File: config.mk
export PLATFORM = sky130hd
export DESIGN_NAME = tilemap_writer_flat
export DESIGN_NICKNAME = d
export VERILOG_FILES = /design/src/rtl/tilemap_pkg.sv /design/src/rtl/tilemap_writer_if.sv /design/src/rtl/tilemap_rect_walker.sv /design/src/rtl/tilemap_writer.sv /design/src/flat_wrapper.sv
export SDC_FILE = /design/constraint.sdc
export NUM_CORES = 1
export LEC_CHECK = 0
export ABC_CLOCK_PERIOD_IN_PS = 4050
export CAP_MARGIN = 20
export CELL_PAD_IN_SITES_DETAIL_PLACEMENT = 0
export CELL_PAD_IN_SITES_GLOBAL_PLACEMENT = 1
export CORE_UTILIZATION = 30
export DETAILED_ROUTE_END_ITERATION = 16
export PLACE_DENSITY_LB_ADDON = 0.1
export SLEW_MARGIN = 20
export SYNTH_ARGS = -nofsm -noshare
export SYNTH_HDL_FRONTEND = slang
export SYNTH_SLANG_ARGS = --single-unit
File: constraint.sdc
create_clock -name i_clk -period 4.05 [get_ports i_clk]
set_clock_uncertainty 0.2 [all_clocks]
set_input_delay 0.81 -clock i_clk [delete_from_list [all_inputs] [get_ports i_clk]]
set_output_delay 0.81 -clock i_clk [all_outputs]
set_load 0.02 [all_outputs]
File: src/rtl/tilemap_pkg.sv
// Shared constants, opcodes, FSM encoding and latched-command layout for the tile-map writer.
package tilemap_pkg;

    localparam int MAP_W_DEFAULT = 120;
    localparam int MAP_H_DEFAULT = 68;
    localparam int COORD_W       = 7;
    localparam int TILE_W        = 6;
    localparam int ADDR_W        = 13;

    localparam logic [TILE_W-1:0] TILE_EMPTY_DEFAULT = 6'b111111;

    typedef enum logic [1:0] {
        OP_FILL  = 2'b00,
        OP_CLEAR = 2'b01,
        OP_PLOT  = 2'b10,
        OP_RSVD  = 2'b11
    } op_e;

    typedef enum logic [1:0] {
        S_IDLE  = 2'd0,
        S_SETUP = 2'd1,
        S_WRITE = 2'd2,
        S_DONE  = 2'd3
    } state_e;

    // w/h carry one extra bit so a full-map CLEAR fits the same datapath.
    typedef struct packed {
        logic [COORD_W-1:0] x0;
        logic [COORD_W-1:0] y0;
        logic [COORD_W:0]   w;
        logic [COORD_W:0]   h;
        logic [TILE_W-1:0]  tile;
    } rect_t;

    // Exclusive end coordinate, summed one bit wider than the coordinate so it never wraps.
    function automatic logic [COORD_W:0] clip_end(input logic [COORD_W-1:0] start,
                                                  input logic [COORD_W:0] len,
                                                  input int lim);
        logic [COORD_W:0] sum;
        sum = {1'b0, start} + len;
        return (int'(sum) > lim) ? (COORD_W+1)'(lim) : sum;
    endfunction

endpackage

File: src/rtl/tilemap_writer_if.sv
// Command handshake and generator-RAM write bus of the tile-map writer.
interface tilemap_writer_if;
    logic        i_cmd_valid;
    logic        o_cmd_ready;
    logic [1:0]  i_cmd_op;
    logic [6:0]  i_cmd_x0;
    logic [6:0]  i_cmd_y0;
    logic [6:0]  i_cmd_w;
    logic [6:0]  i_cmd_h;
    logic [5:0]  i_cmd_tile;
    logic        o_wr_en;
    logic [12:0] o_wr_address;
    logic [5:0]  o_wr_data;
    logic        o_busy;
    logic        o_done;

    modport master (
        output i_cmd_valid, i_cmd_op, i_cmd_x0, i_cmd_y0, i_cmd_w, i_cmd_h, i_cmd_tile,
        input  o_cmd_ready, o_wr_en, o_wr_address, o_wr_data, o_busy, o_done
    );

    modport slave (
        input  i_cmd_valid, i_cmd_op, i_cmd_x0, i_cmd_y0, i_cmd_w, i_cmd_h, i_cmd_tile,
        output o_cmd_ready, o_wr_en, o_wr_address, o_wr_data, o_busy, o_done
    );
endinterface

File: src/rtl/tilemap_rect_walker.sv
// Clipped rectangle scanner: loads bounds once, then steps row-major producing y*MAP_W+x.
module tilemap_rect_walker
    import tilemap_pkg::*;
#(
    parameter int MAP_W = MAP_W_DEFAULT,
    parameter int MAP_H = MAP_H_DEFAULT
) (
    input  logic               i_clk,
    input  logic               i_rst,
    input  logic               i_load,
    input  logic               i_step,
    input  logic [COORD_W-1:0] i_x0,
    input  logic [COORD_W-1:0] i_y0,
    input  logic [COORD_W:0]   i_w,
    input  logic [COORD_W:0]   i_h,
    output logic               o_empty,
    output logic               o_last,
    output logic [ADDR_W-1:0]  o_addr
);
    localparam logic [ADDR_W-1:0]  ROW_STEP = ADDR_W'(MAP_W);
    localparam logic [ADDR_W-1:0]  ADDR_ONE = ADDR_W'(1);
    localparam logic [COORD_W-1:0] C_ONE    = COORD_W'(1);
    localparam logic [COORD_W:0]   E_ONE    = (COORD_W+1)'(1);

    logic [COORD_W:0]   x_end_c, y_end_c, xe_q, ye_q, x_nxt, y_nxt;
    logic [COORD_W-1:0] x_q, y_q, xs_q;
    logic [ADDR_W-1:0]  row_base_c, row_q, addr_q;
    logic               row_end;

    assign x_end_c    = clip_end(i_x0, i_w, MAP_W);
    assign y_end_c    = clip_end(i_y0, i_h, MAP_H);
    assign o_empty    = (x_end_c <= {1'b0, i_x0}) || (y_end_c <= {1'b0, i_y0});
    // The only multiply: done once at load; rows then advance by an adder.
    assign row_base_c = ADDR_W'(i_y0) * ROW_STEP;

    assign x_nxt   = {1'b0, x_q} + E_ONE;
    assign y_nxt   = {1'b0, y_q} + E_ONE;
    assign row_end = (x_nxt >= xe_q);
    assign o_last  = row_end && (y_nxt >= ye_q);
    assign o_addr  = addr_q;

    always_ff @(posedge i_clk) begin
        if (i_rst) begin
            x_q    <= '0;
            y_q    <= '0;
            xs_q   <= '0;
            xe_q   <= '0;
            ye_q   <= '0;
            row_q  <= '0;
            addr_q <= '0;
        end else if (i_load) begin
            x_q    <= i_x0;
            y_q    <= i_y0;
            xs_q   <= i_x0;
            xe_q   <= x_end_c;
            ye_q   <= y_end_c;
            row_q  <= row_base_c;
            addr_q <= row_base_c + ADDR_W'(i_x0);
        end else if (i_step) begin
            if (!row_end) begin
                x_q    <= x_q + C_ONE;
                addr_q <= addr_q + ADDR_ONE;
            end else begin
                x_q    <= xs_q;
                y_q    <= y_q + C_ONE;
                row_q  <= row_q + ROW_STEP;
                addr_q <= row_q + ROW_STEP + ADDR_W'(xs_q);
            end
        end
    end

endmodule

File: src/rtl/tilemap_writer.sv
// Tile-map writer: accepts fill/clear/plot commands and streams generator-RAM writes.
// Optional TILEMAP_WRITER_VBLANK_GATE_EN stalls the write scan outside vertical blanking.
module tilemap_writer
    import tilemap_pkg::*;
#(
    parameter int                MAP_W      = MAP_W_DEFAULT,
    parameter int                MAP_H      = MAP_H_DEFAULT,
    parameter logic [TILE_W-1:0] TILE_EMPTY = TILE_EMPTY_DEFAULT
) (
    input  logic             i_clk,
    input  logic             i_rst,
    input  logic             i_vblank,
    tilemap_writer_if.slave  bus
);
    state_e state_q, state_d;
    rect_t  cmd_q, cmd_d;
    logic   gate, empty, last, step, accept, load;
    logic   ready, busy, done, wr_en;

`ifdef TILEMAP_WRITER_VBLANK_GATE_EN
    assign gate = i_vblank;
`else
    logic unused_vblank;
    assign unused_vblank = i_vblank;
    assign gate = 1'b1;
`endif

    // Normalise every opcode into a rectangle so one scanner serves them all.
    always_comb begin
        cmd_d.x0   = bus.i_cmd_x0;
        cmd_d.y0   = bus.i_cmd_y0;
        cmd_d.w    = {1'b0, bus.i_cmd_w};
        cmd_d.h    = {1'b0, bus.i_cmd_h};
        cmd_d.tile = bus.i_cmd_tile;
        case (op_e'(bus.i_cmd_op))
            OP_CLEAR: begin
                cmd_d.x0   = '0;
                cmd_d.y0   = '0;
                cmd_d.w    = (COORD_W+1)'(MAP_W);
                cmd_d.h    = (COORD_W+1)'(MAP_H);
                cmd_d.tile = TILE_EMPTY;
            end
            OP_PLOT: begin
                cmd_d.w = (COORD_W+1)'(1);
                cmd_d.h = (COORD_W+1)'(1);
            end
            OP_RSVD: begin
                cmd_d.w = '0;
                cmd_d.h = '0;
            end
            default: ;
        endcase
    end

    always_ff @(posedge i_clk) begin
        if (i_rst) begin
            state_q <= S_IDLE;
            cmd_q   <= '0;
        end else begin
            state_q <= state_d;
            if (accept) cmd_q <= cmd_d;
        end
    end

    always_comb begin
        state_d = state_q;
        ready   = 1'b0;
        busy    = 1'b1;
        done    = 1'b0;
        wr_en   = 1'b0;
        case (state_q)
            S_IDLE: begin
                ready = 1'b1;
                busy  = 1'b0;
                if (bus.i_cmd_valid) state_d = S_SETUP;
            end
            S_SETUP: state_d = empty ? S_DONE : S_WRITE;
            S_WRITE: begin
                wr_en = gate;
                if (gate && last) state_d = S_DONE;
            end
            S_DONE: begin
                done    = 1'b1;
                state_d = S_IDLE;
            end
            default: state_d = S_IDLE;
        endcase
    end

    assign accept = ready && bus.i_cmd_valid;
    assign load   = (state_q == S_SETUP);
    assign step   = wr_en;

    tilemap_rect_walker #(
        .MAP_W (MAP_W),
        .MAP_H (MAP_H)
    ) u_walker (
        .i_clk   (i_clk),
        .i_rst   (i_rst),
        .i_load  (load),
        .i_step  (step),
        .i_x0    (cmd_q.x0),
        .i_y0    (cmd_q.y0),
        .i_w     (cmd_q.w),
        .i_h     (cmd_q.h),
        .o_empty (empty),
        .o_last  (last),
        .o_addr  (bus.o_wr_address)
    );

    assign bus.o_cmd_ready = ready;
    assign bus.o_busy      = busy;
    assign bus.o_done      = done;
    assign bus.o_wr_en     = wr_en;
    assign bus.o_wr_data   = cmd_q.tile;

endmodule

File: src/flat_wrapper.sv
// flat-port wrapper written by rule: the top's interface ports become plain ports
module tilemap_writer_flat import tilemap_pkg::*;
#(
    parameter int                MAP_W      = MAP_W_DEFAULT,
    parameter int                MAP_H      = MAP_H_DEFAULT,
    parameter logic [TILE_W-1:0] TILE_EMPTY = TILE_EMPTY_DEFAULT
)
  (i_clk, i_rst, i_vblank, bus_i_cmd_valid, bus_i_cmd_op, bus_i_cmd_x0, bus_i_cmd_y0, bus_i_cmd_w, bus_i_cmd_h, bus_i_cmd_tile, bus_o_cmd_ready, bus_o_wr_en, bus_o_wr_address, bus_o_wr_data, bus_o_busy, bus_o_done);
  tilemap_writer_if bus_i ();
  input  logic i_clk;
  input  logic i_rst;
  input  logic i_vblank;
  input wire logic [$bits(bus_i.i_cmd_valid)-1:0] bus_i_cmd_valid;
  input wire logic [$bits(bus_i.i_cmd_op)-1:0] bus_i_cmd_op;
  input wire logic [$bits(bus_i.i_cmd_x0)-1:0] bus_i_cmd_x0;
  input wire logic [$bits(bus_i.i_cmd_y0)-1:0] bus_i_cmd_y0;
  input wire logic [$bits(bus_i.i_cmd_w)-1:0] bus_i_cmd_w;
  input wire logic [$bits(bus_i.i_cmd_h)-1:0] bus_i_cmd_h;
  input wire logic [$bits(bus_i.i_cmd_tile)-1:0] bus_i_cmd_tile;
  output wire logic [$bits(bus_i.o_cmd_ready)-1:0] bus_o_cmd_ready;
  output wire logic [$bits(bus_i.o_wr_en)-1:0] bus_o_wr_en;
  output wire logic [$bits(bus_i.o_wr_address)-1:0] bus_o_wr_address;
  output wire logic [$bits(bus_i.o_wr_data)-1:0] bus_o_wr_data;
  output wire logic [$bits(bus_i.o_busy)-1:0] bus_o_busy;
  output wire logic [$bits(bus_i.o_done)-1:0] bus_o_done;
  assign bus_i.i_cmd_valid = bus_i_cmd_valid;
  assign bus_i.i_cmd_op = bus_i_cmd_op;
  assign bus_i.i_cmd_x0 = bus_i_cmd_x0;
  assign bus_i.i_cmd_y0 = bus_i_cmd_y0;
  assign bus_i.i_cmd_w = bus_i_cmd_w;
  assign bus_i.i_cmd_h = bus_i_cmd_h;
  assign bus_i.i_cmd_tile = bus_i_cmd_tile;
  assign bus_o_cmd_ready = bus_i.o_cmd_ready;
  assign bus_o_wr_en = bus_i.o_wr_en;
  assign bus_o_wr_address = bus_i.o_wr_address;
  assign bus_o_wr_data = bus_i.o_wr_data;
  assign bus_o_busy = bus_i.o_busy;
  assign bus_o_done = bus_i.o_done;
  tilemap_writer #(.MAP_W(MAP_W), .MAP_H(MAP_H), .TILE_EMPTY(TILE_EMPTY)) u_core (.i_clk(i_clk), .i_rst(i_rst), .i_vblank(i_vblank), .bus(bus_i));
endmodule
==> reports/metrics.yaml <==
power_and_ir_drop:
  comb_power_share: 0.613
  pwr-share-clk: 0.151
  ir_drop_uv: 373
  p_int_mw: 3.13
  powerDensity_nw_per_um2: 700
  p_leak_nw: 3.42
  p_total_mw: 5.87
  p_sw_mw: 2.74
  swShare: 0.467
  p_seq_frac: 0.235
yosys:
  synth.net_count: 988
  ys_ff_latch: 96
  synth-edff-count: 0
  synth-seq-area-share: 0.276
  synthArstFlopShare: 0
  syn_area_per_cell_sq_um: 8.06
  yosysWarnings: 0
  synth_area_sq_um: 6950
  synth_cells: 863
  ys_types: 65
  synth-main-ff-cell: "dfxtp_1"
setup_path:
  r2r_start: "u_core.cmd_q[22]$_SDFFE_PP0P_"
  r2r_end: "u_core.state_q[0]$_SDFFE_PP0P_"
  cp_max_fo: 7
  start_kind: "register"
  rrSetupSlack_ns: 0.15
  endpoint_kind: "register"
  crit_type: "reg2reg"
  required_ns: 4.07
  cp.arrival_ns: 3.93
  reg2reg_depth: 16
finish:
  drive_gt1_frac: 0.0954
  n_antenna_cell: 0
  fin_area_sq_um: 8390
  fill_cells: 2329
  area_growth_pct: 20.7
  nets: 1053
sta:
  rsz0062_at_grt: "false"
  fin_setup_tns_ns: 0
  fin_crit_ns: 3.90
  hold_ws_ns: 0.252
  hold_viol_final: 0
  max_freq_mhz: 256
  worst_slew_pin_slew_ns: 0.888
  setup_viol: 0
  slew_violations: 0
  relSlewSlack: 0.402
  period_share: 0.964
floorplanning:
  dieWidth_um: 154
  initial_core_util: 0.306
  io_pins: 63
  fp.coreArea_sq_um: 22700
  dieArea_sq_um: 23800
  row_count: 55
  die_y_um: 154
job:
  drv_cap: 0
clocking:
  clock_latency_ns: 0.35
  clock-root-buffer: "clkbuf_16"
  ctsHoldBuffers: 0
  clk_pin_slew_ns: 0.07
  clk_path_buf_depth: 2
  cts_tree: "built"
  cts_made_buffers: 9
  numClockSinks: 96
  htree_levels: 3
drt:
  ant_nets: 0
  wl_um: 20000
  drc: 0
  drt_pre_antenna_iters: 4
  route.met2.wl_um: 9490
  dr.max_layer_used: "met4"
  vias: 6239
  via_per_inst: 5.12
  wl_per_cell_um: 16.4
  route.met3.wl_um: 393
  met1_length_um: 9920
  initialDrtViolationCount: 252
place:
  place_area_sq_um: 8010
  gp_congestion: 0.847
  port_buffers: 61
  dp_hpwl_um: 15000
global_routing:
  grt_usage: 0.174
  antenna_found_initial: 0
  grt_pass1_vias: 6201
  grt_max_degree: 84
  grt_pass1_wl_um: 33100
  overflow: 0
worst_hold_path:
  min_path_cells: 2
  holdPathEnd: "u_core.u_walker.xe_q[7]$_SDFFE_PP0P_"
  holdCritStartpoint: "u_core.u_walker.xe_q[7]$_SDFFE_PP0P_"
  hp-class: "reg2reg"
status:
  outcome: "finished clean"
[registers in the layout, summed over array words and instances (netlist names)]
signal	count
u_core.bus.o_wr_data	6
u_core.cmd_q	28
u_core.state_q	2
u_core.u_walker.o_addr	13
u_core.u_walker.row_q	10
u_core.u_walker.x_q	7
u_core.u_walker.xe_q	8
u_core.u_walker.xs_q	7
u_core.u_walker.y_q	7
u_core.u_walker.ye_q	8
[worst max-delay path by stage]
stage,start,end,slack (ns),depth (start not counted)
final,u_core.cmd_q[22]$_SDFFE_PP0P_,u_core.state_q[0]$_SDFFE_PP0P_,0.15,16
after floorplan,u_core.cmd_q[24]$_SDFFE_PP0P_,u_core.u_walker.o_addr[12]$_SDFFE_PP0P_,0.35,12
after CTS,u_core.cmd_q[14]$_SDFFE_PP0P_,u_core.state_q[0]$_SDFFE_PP0P_,0.02,17
after global routing,u_core.cmd_q[22]$_SDFFE_PP0P_,u_core.state_q[0]$_SDFFE_PP0P_,0.01,16
after global placement,u_core.cmd_q[22]$_SDFFE_PP0P_,u_core.state_q[0]$_SDFFE_PP0P_,0.14,17
after detailed placement,u_core.cmd_q[23]$_SDFFE_PP0P_,u_core.u_walker.o_addr[12]$_SDFFE_PP0P_,0.04,12
[power by group through the flow]
stage / combinational, mW / clock (mW) / sequential (mW)
floorplan: 2.49 / 0 / 1.41
global placement: 3.55 / 0 / 1.40
detailed placement: 3.58 / 0 / 1.40
CTS: 3.61 / 0.919 / 1.38
global route: 4.08 / 0.953 / 1.42
finish: 3.60 / 0.888 / 1.38
[synth_stat cells (all sizes together), types with 6 or more instances]
| library cell | n | share of area |
|---|---|---|
| a211oi | 33 | 0.036 |
| a21o | 17 | 0.018 |
| a21oi | 70 | 0.050 |
| a22oi | 23 | 0.025 |
| a311oi | 9 | 0.011 |
| and3 | 11 | 0.0099 |
| buf | 8 | 0.0077 |
| clkbuf | 37 | 0.020 |
| dfxtp | 96 | 0.28 |
| fa | 15 | 0.043 |
| ha | 70 | 0.13 |
| inv | 52 | 0.028 |
| nand2 | 57 | 0.031 |
| nand3 | 26 | 0.019 |
| nor2 | 131 | 0.072 |
| nor2b | 7 | 0.0063 |
| nor3 | 26 | 0.019 |
| o21a | 7 | 0.0086 |
| o21ai | 32 | 0.023 |
| o221a | 6 | 0.0097 |
| xnor2 | 31 | 0.041 |
| xor2 | 27 | 0.034 |
[cell type report]
type                            instances  area (sq um)  area share
Multi-Input combinational cell        669          4720       0.562
Sequential cell                        96          1930       0.230
Timing Repair Buffer                   99           891       0.106
Tap cell                              285           357      0.0425
Clock buffer                           10           229      0.0273
Inverter                               53           199      0.0237
Clock inverter                          6          70.1     0.00835
[critical path, stage by stage (launching register included)]
cell,delay [ns]
dfxtp_4,0.38
ha_2,0.20
inv_1,0.07
fa_1,0.20
nor2b_1,0.07
o31a_1,0.28
or2_0,0.24
o311a_4,0.33
o21a_4,0.24
and2_1,0.18
ha_1,0.30
nor2b_1,0.12
o21ai_0,0.08
a211o_1,0.28
or3_1,0.35
a21oi_1,0.16
a211oi_1,0.09
[cell usage in the layout (no fill, tap or decap), types with 5 or more instances in the layout]
master / n
a211oi_1: 31
a21o_1: 17
a21oi_1: 70
a22oi_1: 23
a311oi_1: 9
and2_1: 5
and3_1: 11
buf_4: 38
clkbuf_16: 9
clkdlybuf4s50_1: 60
dfxtp_1: 91
fa_1: 14
ha_1: 67
inv_1: 52
nand2_1: 57
nand2b_1: 5
nand3_1: 26
nor2_1: 130
nor2b_1: 7
nor3_1: 25
o21a_1: 6
o21ai_0: 29
o221a_2: 6
o311ai_0: 5
xnor2_1: 28
xor2_1: 27
[repair_timing]
action	in CTS	in global routing
endpoints found under the setup margin	0	4
resized for setup	0	21
buffers inserted	0	0
endpoints found under the hold margin	0	0
[routing by layer]
| metal | up-vias | track usage |
|---|---|---|
| met5 | - | 0 |
| met4 | 0 | 0.0363 |
| met3 | 13 | 0.0221 |
| met2 | 55 | 0.297 |
| met1 | 2981 | 0.235 |
| li1 | 3190 | - |
[kinds of logic after synthesis]
kind of cell | after synthesis | synth area share
AO/OA/AOI/OAI | 235 | 0.230
XOR/XNOR | 58 | 0.0752
adder cells (fa/ha/maj) | 85 | 0.169
buffers and inverters | 98 | 0.0563
flip-flops | 96 | 0.276
multiplexers | 4 | 0.00576
AND/OR/NAND/NOR | 287 | 0.187
[metrics by stage]
step                std cells  setup slack, ns   util
finish                   1218            0.146  0.370
global route             1218           0.0146  0.370
CTS                      1218           0.0224  0.366
detailed placement       1202           0.0449  0.353
global placement         1202            0.139  0.353
floorplan                 863            0.347      -
Note: power is estimated with default switching activity, not from simulation.
